==> config.mk <==
export PLATFORM = sky130hd
export DESIGN_NAME = hs_buffer
export DESIGN_NICKNAME = d
export VERILOG_FILES = /design/src/rtl/hs_buffer.sv
export SDC_FILE = /design/constraint.sdc
export NUM_CORES = 1
export LEC_CHECK = 0
export CAP_MARGIN = 20
export CORE_MARGIN = 2
export CORE_UTILIZATION = 45
export CTS_CLUSTER_SIZE = 10
export DETAILED_ROUTE_END_ITERATION = 6
export HOLD_SLACK_MARGIN = 0.05
export PLACE_DENSITY = 0.67
export SYNTH_ARGS = -nofsm -noshare
export SYNTH_HDL_FRONTEND = slang
export SYNTH_SLANG_ARGS = --single-unit
==> constraint.sdc <==
create_clock -name clk -period 2.6 [get_ports clk]
set_input_delay 0.78 -clock clk [delete_from_list [all_inputs] [get_ports clk]]
set_output_delay 0.78 -clock clk [all_outputs]
set_load 0.02 [all_outputs]
==> src/rtl/hs_buffer.sv <==
// hs_buffer: valid/ready elastic buffer of DEPTH entries of WIDTH bits.
// Words are delivered in push order with a 1-cycle latency and no bypass.
// ready_o and valid_o are decoded only from the registered occupancy.
// Optional feature: define HS_BUFFER_COUNT_EN to add the count_o occupancy port.
module hs_buffer #(
    parameter int unsigned WIDTH = 32,
    parameter int unsigned DEPTH = 4
) (
    input  logic             clk,
    input  logic             rstn,
    input  logic             valid_i,
    output logic             ready_o,
    input  logic [WIDTH-1:0] data_i,
    output logic             valid_o,
    input  logic             ready_i,
    output logic [WIDTH-1:0] data_o
`ifdef HS_BUFFER_COUNT_EN
    ,
    output logic [$clog2(DEPTH+1)-1:0] count_o
`endif
);

    localparam int unsigned PW = $clog2(DEPTH);
    localparam int unsigned CW = $clog2(DEPTH + 1);

    localparam logic [PW-1:0] PTR_ONE   = PW'(1);
    localparam logic [CW-1:0] CNT_ONE   = CW'(1);
    localparam logic [CW-1:0] CNT_FULL  = CW'(DEPTH);

    logic [WIDTH-1:0] mem_q [DEPTH];

    logic [PW-1:0] wr_ptr_q, wr_ptr_d;
    logic [PW-1:0] rd_ptr_q, rd_ptr_d;
    logic [CW-1:0] count_q,  count_d;

    logic push;
    logic pop;

    // Handshake decode and next-state for pointers and occupancy.
    always_comb begin
        ready_o  = (count_q != CNT_FULL);
        valid_o  = (count_q != '0);
        push     = valid_i && ready_o;
        pop      = valid_o && ready_i;
        wr_ptr_d = wr_ptr_q;
        rd_ptr_d = rd_ptr_q;
        count_d  = count_q;
        // DEPTH is a power of two, so natural pointer overflow wraps modulo DEPTH.
        if (push) begin
            wr_ptr_d = wr_ptr_q + PTR_ONE;
        end
        if (pop) begin
            rd_ptr_d = rd_ptr_q + PTR_ONE;
        end
        if (push && !pop) begin
            count_d = count_q + CNT_ONE;
        end else if (pop && !push) begin
            count_d = count_q - CNT_ONE;
        end
        data_o = valid_o ? mem_q[rd_ptr_q] : '0;
    end

    // Pointer and occupancy registers with synchronous active-low reset.
    always_ff @(posedge clk) begin
        if (!rstn) begin
            wr_ptr_q <= '0;
            rd_ptr_q <= '0;
            count_q  <= '0;
        end else begin
            wr_ptr_q <= wr_ptr_d;
            rd_ptr_q <= rd_ptr_d;
            count_q  <= count_d;
        end
    end

    // Storage write; contents are not reset, the data_o mask hides stale entries.
    always_ff @(posedge clk) begin
        if (rstn && push) begin
            mem_q[wr_ptr_q] <= data_i;
        end
    end

`ifdef HS_BUFFER_COUNT_EN
    assign count_o = count_q;
`endif

endmodule

# Yosys cells after proc, flatten, opt, wreduce, memory -nomap -nowiden
# Memory sizes are Yosys's and may differ from the RTL's. A register that Yosys moved wholly into a read port is not among the register bits.
# Index checks and enable logic that the tools add are counted.
dict set report word_totals {
  in_bits 36
  word_cells 25
  regBits 7
  ram_bits 128
  latchBits 0
  memories 1
  mem_bits_ro 0
}
# memory words word_bits rd rd_ports_with_merged_regs wr line
set memory_table {}
lappend memory_table {mem_q 4 32 1 1 1 30} ;# logic [WIDTH-1:0] mem_q [DEPTH];
dict set report op_classes {
  reduce_logical 9
  bitwise_logic 0
  muxes 7
  magnitude_cmp 0
  n_div 0
  addsub 4
  n_eq_ne 1
  shifts 0
  multipliers 0
}
# op count
set op_table {}
lappend op_table {{$mux W32} 1}
lappend op_table {{$mux W3} 2}
lappend op_table {{$logic_and A1 B1 Y1} 5}
lappend op_table {{$add A2 B1 Y2 const B} 2}
lappend op_table {{$mux W2} 2}
lappend op_table {{$add A3 B1 Y3 const B} 1}
lappend op_table {{$ne A3 B3 Y1 const B} 1}
lappend op_table {{$reduce_bool A3 Y1} 1}
lappend op_table {{$sub A3 B1 Y3 const B} 1}
lappend op_table {{$logic_not A1 Y1} 2}
lappend op_table {{$mux W1} 2}
lappend op_table {{$reduce_bool A2 Y1} 1}

# Logic depth before layout (Yosys ltp)
dict set report depth {
  word_depth 6
  mapped_depth 8
  mapped_depth_nobuf 8
}

# Worst setup path after synthesis
# Ideal clock, no wire load.
dict set report synth_timing {
  path_kind {input to register}
  startpoint {input port valid_i}
  endpoint {register count_q[2]}
  stages 7
  arrival_ps 2243
  path_slack_ps 282
  setup_time_ps 76
  t_required_ps 2524
  cell_sequence {a21boi_2 > ha_1 > inv_1 > fa_1 > xor2_1 > or3_1 > a21boi_0}
}
dict set report synth_between {
  elab_chain_cells 4
  word_cells_on_any_way 6
  cone_classes {mux: 1; reduce/logical: 5}
}
# element line
set synth_lines {}
lappend synth_lines {{start: declaration} 11} ;# input logic valid_i,
lappend synth_lines {{$logic_and A1 B1 Y1 (*)} 43} ;# push = valid_i && ready_o;
lappend synth_lines {{$logic_not A1 Y1} 57} ;# end else if (pop && !push) begin
lappend synth_lines {{$logic_and A1 B1 Y1} 57}
lappend synth_lines {{$reduce_bool A2 Y1 (no source line)} -}
lappend synth_lines {{end signal: assignment} 72} ;# count_q <= count_d;
lappend synth_lines {{end: declaration} 34} ;# logic [CW-1:0] count_q, count_d;
# Mark *: on every way between the ends. The rest lies on a longest branch, timed or not.
# A chain may end at the register's enable or synchronous reset.

==> impl_metrics.csv <==
group,metric,value,unit
global_routing,pin_count_of_the_biggest_net_entering_global_routing,33,
place,gp_congestion,0.647,
yosys,synth_sequential_area_ratio,74.6,%
setup_path,timing.setup.critical_path_class,"reg2out",
power_and_ir_drop,cellLeakagePower,2.48,nW
yosys,synth_fp_nets,294,
die,floorplan.initialDensity,46.6,%
layout,antenna_cells,0,
timing,finalCriticalPeriod,2.58,ns
detailed_routing,avgRoutedWirePerCell,19.4,um
timing,setup_repair_after_global_routing_missed_its_margin,"yes",
detailed_routing,num_vias,2649,
setup_path,timing.rr.end,"count_q[2]$_SDFFE_PN0P_",
run_status,outcome,"finished, final reports clean",
yosys,postSynthCellCount,252,
setup_path,worst-path-max-fanout,7,
place,detailedPlace.worstSlack,-0.173,ns
yosys,number_of_enable_type_register_cells_in_the_synthesized_netlist,128,
setup_path,cp-end-kind,"output pin",
timing,fin_hold_ws,0.490,ns
min_path,min_delay_path_depth,2,
setup_path,cp.arrival,1.80,ns
die,design.die.area,12900,sq um
yosys,synth_top_area_share,71.3,%
detailed_routing,detail_route.wirelength,9.82,mm
clock_network,cts_tree,"done",
timing,setup_viol,0,
global_routing,grt_antenna_before_repair,0,
detailed_routing,drt_first_pass_iters,4,
min_path,hold_path_class,"reg2reg",
setup_path,rr_worst_depth,7,
clock_network,clock-root-buffer,"sky130_fd_sc_hd__clkbuf_16",
timing,final_critical_path_setup_slack,0.0193,ns
global_routing,grt_pass1_wl,15.3,mm
clock_network,cts_made_buffers,17,
layout,finish.net_count,393,
global_routing,vias_in_the_first_global_route,2811,
place,placed_area,6390,sq um
layout,final_instance_area,7100,sq um
layout,synthToLayoutAreaGrowth,31.7,%
global_routing,grt_overflow,0,
detailed_routing,viasPerCell,5.22,
yosys,synthMostInstantiatedCell,"sky130_fd_sc_hd__edfxtp_1",
yosys,dominantRegCellSynth,"sky130_fd_sc_hd__edfxtp_1",
detailed_routing,drc,0,
layout,drive_above_1_share,39.0,%
setup_path,worst-r2r-setup-slack,0.49,ns
yosys,yosys.area.top_type,"sky130_fd_sc_hd__edfxtp_1",
yosys,synth_common_cells,"sky130_fd_sc_hd__edfxtp_1, sky130_fd_sc_hd__mux4_2, sky130_fd_sc_hd__nor2b_1, sky130_fd_sc_hd__dfxtp_1",
yosys,post_synth_main_area_contributors,"sky130_fd_sc_hd__edfxtp_1, sky130_fd_sc_hd__mux4_2, sky130_fd_sc_hd__dfxtp_1, sky130_fd_sc_hd__nor2b_1, sky130_fd_sc_hd__nor2b_4",
setup_path,r2r_start,"count_q[1]$_SDFFE_PN0P_",
global_routing,globalRouteTotalUtil,16.3,%
detailed_routing,postRouteAntennaNets,0,
power_and_ir_drop,power.density,1070,nW/um^2
clock_network,htree_levels,4,
power_and_ir_drop,ir_drop,0.000490,V
die,coreArea,11600,sq um
place,hpwl,5.67,mm
yosys,synthesis.yosys.warnings,0,
detailed_routing,detail_route.iter0.violations,125,
yosys,yosys_register_bits,137,
clock_network,cts_buffer_depth,2,
timing,timing_worst_slew_pin_value,0.326,ns
setup_path,worst_ep_required_time,1.82,ns
die,floorplan.die.height,113,um
timing,finClkSkew,0.0175,ns
die,row_count,39,
die,ioPinCount,70,
die,die_width,113,um
yosys,syn_avg_cell_area,21.4,sq um
timing,finalHoldViolCount,0,
min_path,worst_hold_startpoint,"rd_ptr_q[1]$_SDFFE_PN0P_",
place,portBuffers,69,
clock_network,clkSinkCount,137,
clock_network,clk_pin_slew_worst_paths,0.06,ns
yosys,post_synthesis_cell_area,5390,sq um
clock_network,worstSkewPairLatency,0.41,ns
timing,timing.max_slew.rel_slack,78.1,%
clock_network,hold_buffers,0,
timing,finalMaxSlewViolations,0,
job,max_cap_violations,0,
timing,finalCritPeriodShare,99.3,%
yosys,async_reset_ff_share,0,%
timing,clock.fmax,0.387,GHz
yosys,count_of_distinct_cell_types_in_the_synthesized_netlist,27,
setup_path,critPathLaunchType,"register",
==> metrics by stage <==
step           cells  TNS, ns  power, W  utilization [%]
2_1_floorplan    252        0   0.00412                -
3_3_place_gp     471  -0.0737   0.00497             55.3
6_report         507        0   0.00762             61.4
5_1_grt          507   -0.490   0.00796             61.4
3_5_place_dp     471   -0.186   0.00499             55.3
4_1_cts          507   -0.424   0.00747             60.2
==> worst max-delay path, stage by stage (launching register included) <==
cell,delay (ns)
sky130_fd_sc_hd__dfxtp_4,0.43
sky130_fd_sc_hd__buf_12,0.15
sky130_fd_sc_hd__mux4_2,0.51
sky130_fd_sc_hd__nor2b_1,0.15
sky130_fd_sc_hd__buf_2,0.16
==> logic make-up after synthesis <==
kind of cell	synth area share, %
flops	74.6
simple gates	6.24
mux	14.1
buf+inv	2.23
compound gates	0.812
fa+ha+maj	1.53
xor+xnor	0.487
==> how the worst max path moves through the flow <==
stage               cells past startpoint                 endpoint      from  slack, ns
global route                            4               data_o[14]  register      -0.04
finish                                  4               data_o[29]  register       0.02
floorplan                               7  count_q[2]$_SDFFE_PN0P_   valid_i       0.28
global placement                        8  count_q[2]$_SDFFE_PN0P_   ready_i      -0.05
detailed placement                      8  count_q[2]$_SDFFE_PN0P_   valid_i      -0.17
CTS                                     5                data_o[9]  register      -0.07
==> placed cells by master (no fill, tap or decap), types with 2 or more instances in the layout <==
| cell | Yosys | routed |
|---|---|---|
| sky130_fd_sc_hd__and2_1 | 3 | 3 |
| sky130_fd_sc_hd__and3_2 | 0 | 4 |
| sky130_fd_sc_hd__buf_12 | 3 | 9 |
| sky130_fd_sc_hd__buf_2 | 6 | 17 |
| sky130_fd_sc_hd__buf_4 | 0 | 11 |
| sky130_fd_sc_hd__buf_6 | 1 | 15 |
| sky130_fd_sc_hd__bufinv_16 | 0 | 3 |
| sky130_fd_sc_hd__clkbuf_16 | 0 | 17 |
| sky130_fd_sc_hd__clkdlybuf4s50_1 | 0 | 36 |
| sky130_fd_sc_hd__clkinvlp_4 | 0 | 2 |
| sky130_fd_sc_hd__dfxtp_1 | 9 | 5 |
| sky130_fd_sc_hd__dfxtp_2 | 0 | 3 |
| sky130_fd_sc_hd__edfxtp_1 | 128 | 128 |
| sky130_fd_sc_hd__ha_1 | 5 | 5 |
| sky130_fd_sc_hd__inv_1 | 4 | 4 |
| sky130_fd_sc_hd__inv_6 | 0 | 6 |
| sky130_fd_sc_hd__mux2i_1 | 3 | 3 |
| sky130_fd_sc_hd__mux4_2 | 30 | 31 |
| sky130_fd_sc_hd__nand2_1 | 6 | 6 |
| sky130_fd_sc_hd__nor2b_1 | 28 | 17 |
| sky130_fd_sc_hd__nor2b_4 | 5 | 15 |
| sky130_fd_sc_hd__o21ai_0 | 2 | 2 |
| sky130_fd_sc_hd__or3_1 | 2 | 2 |
| sky130_fd_sc_hd__xnor2_1 | 2 | 2 |
==> timing repair <==
item,in CTS,in global routing
gates resized for setup,140,48
setup endpoints to repair,33,30
cloned,2,0
pin swaps,1,1
buffers inserted,2,1
==> registers in the layout, indices dropped and copies added (netlist names), named ones only <==
name	flops
mem_q	128
rd_ptr_q	2
count_q	3
wr_ptr_q	2
==> cell type report <==
cell class / instances / area [sq um]
tap: 143 / 179
multi-input combinational: 100 / 1330
fill: 824 / 4460
clock buffer: 18 / 429
inverter: 4 / 15.0
timing repair buffer: 91 / 933
clock inverter: 14 / 183
sequential: 137 / 4030
==> report_power, final <==
| group | switching [W] | total, W | leakage, nW | internal [W] |
|---|---|---|---|---|
| sequential | 0.0000974 | 0.00268 | 1.24 | 0.00258 |
| combinational | 0.00118 | 0.00248 | 0.944 | 0.00130 |
| clock | 0.000927 | 0.00246 | 0.295 | 0.00153 |
==> per-layer routing <==
layer	global-route usage (%)	wire length, um
met5	0	0
met4	4.15	62
met3	5.69	550
met2	27.4	5140
met1	20.4	4070
Power figures use the tool's default switching activity.
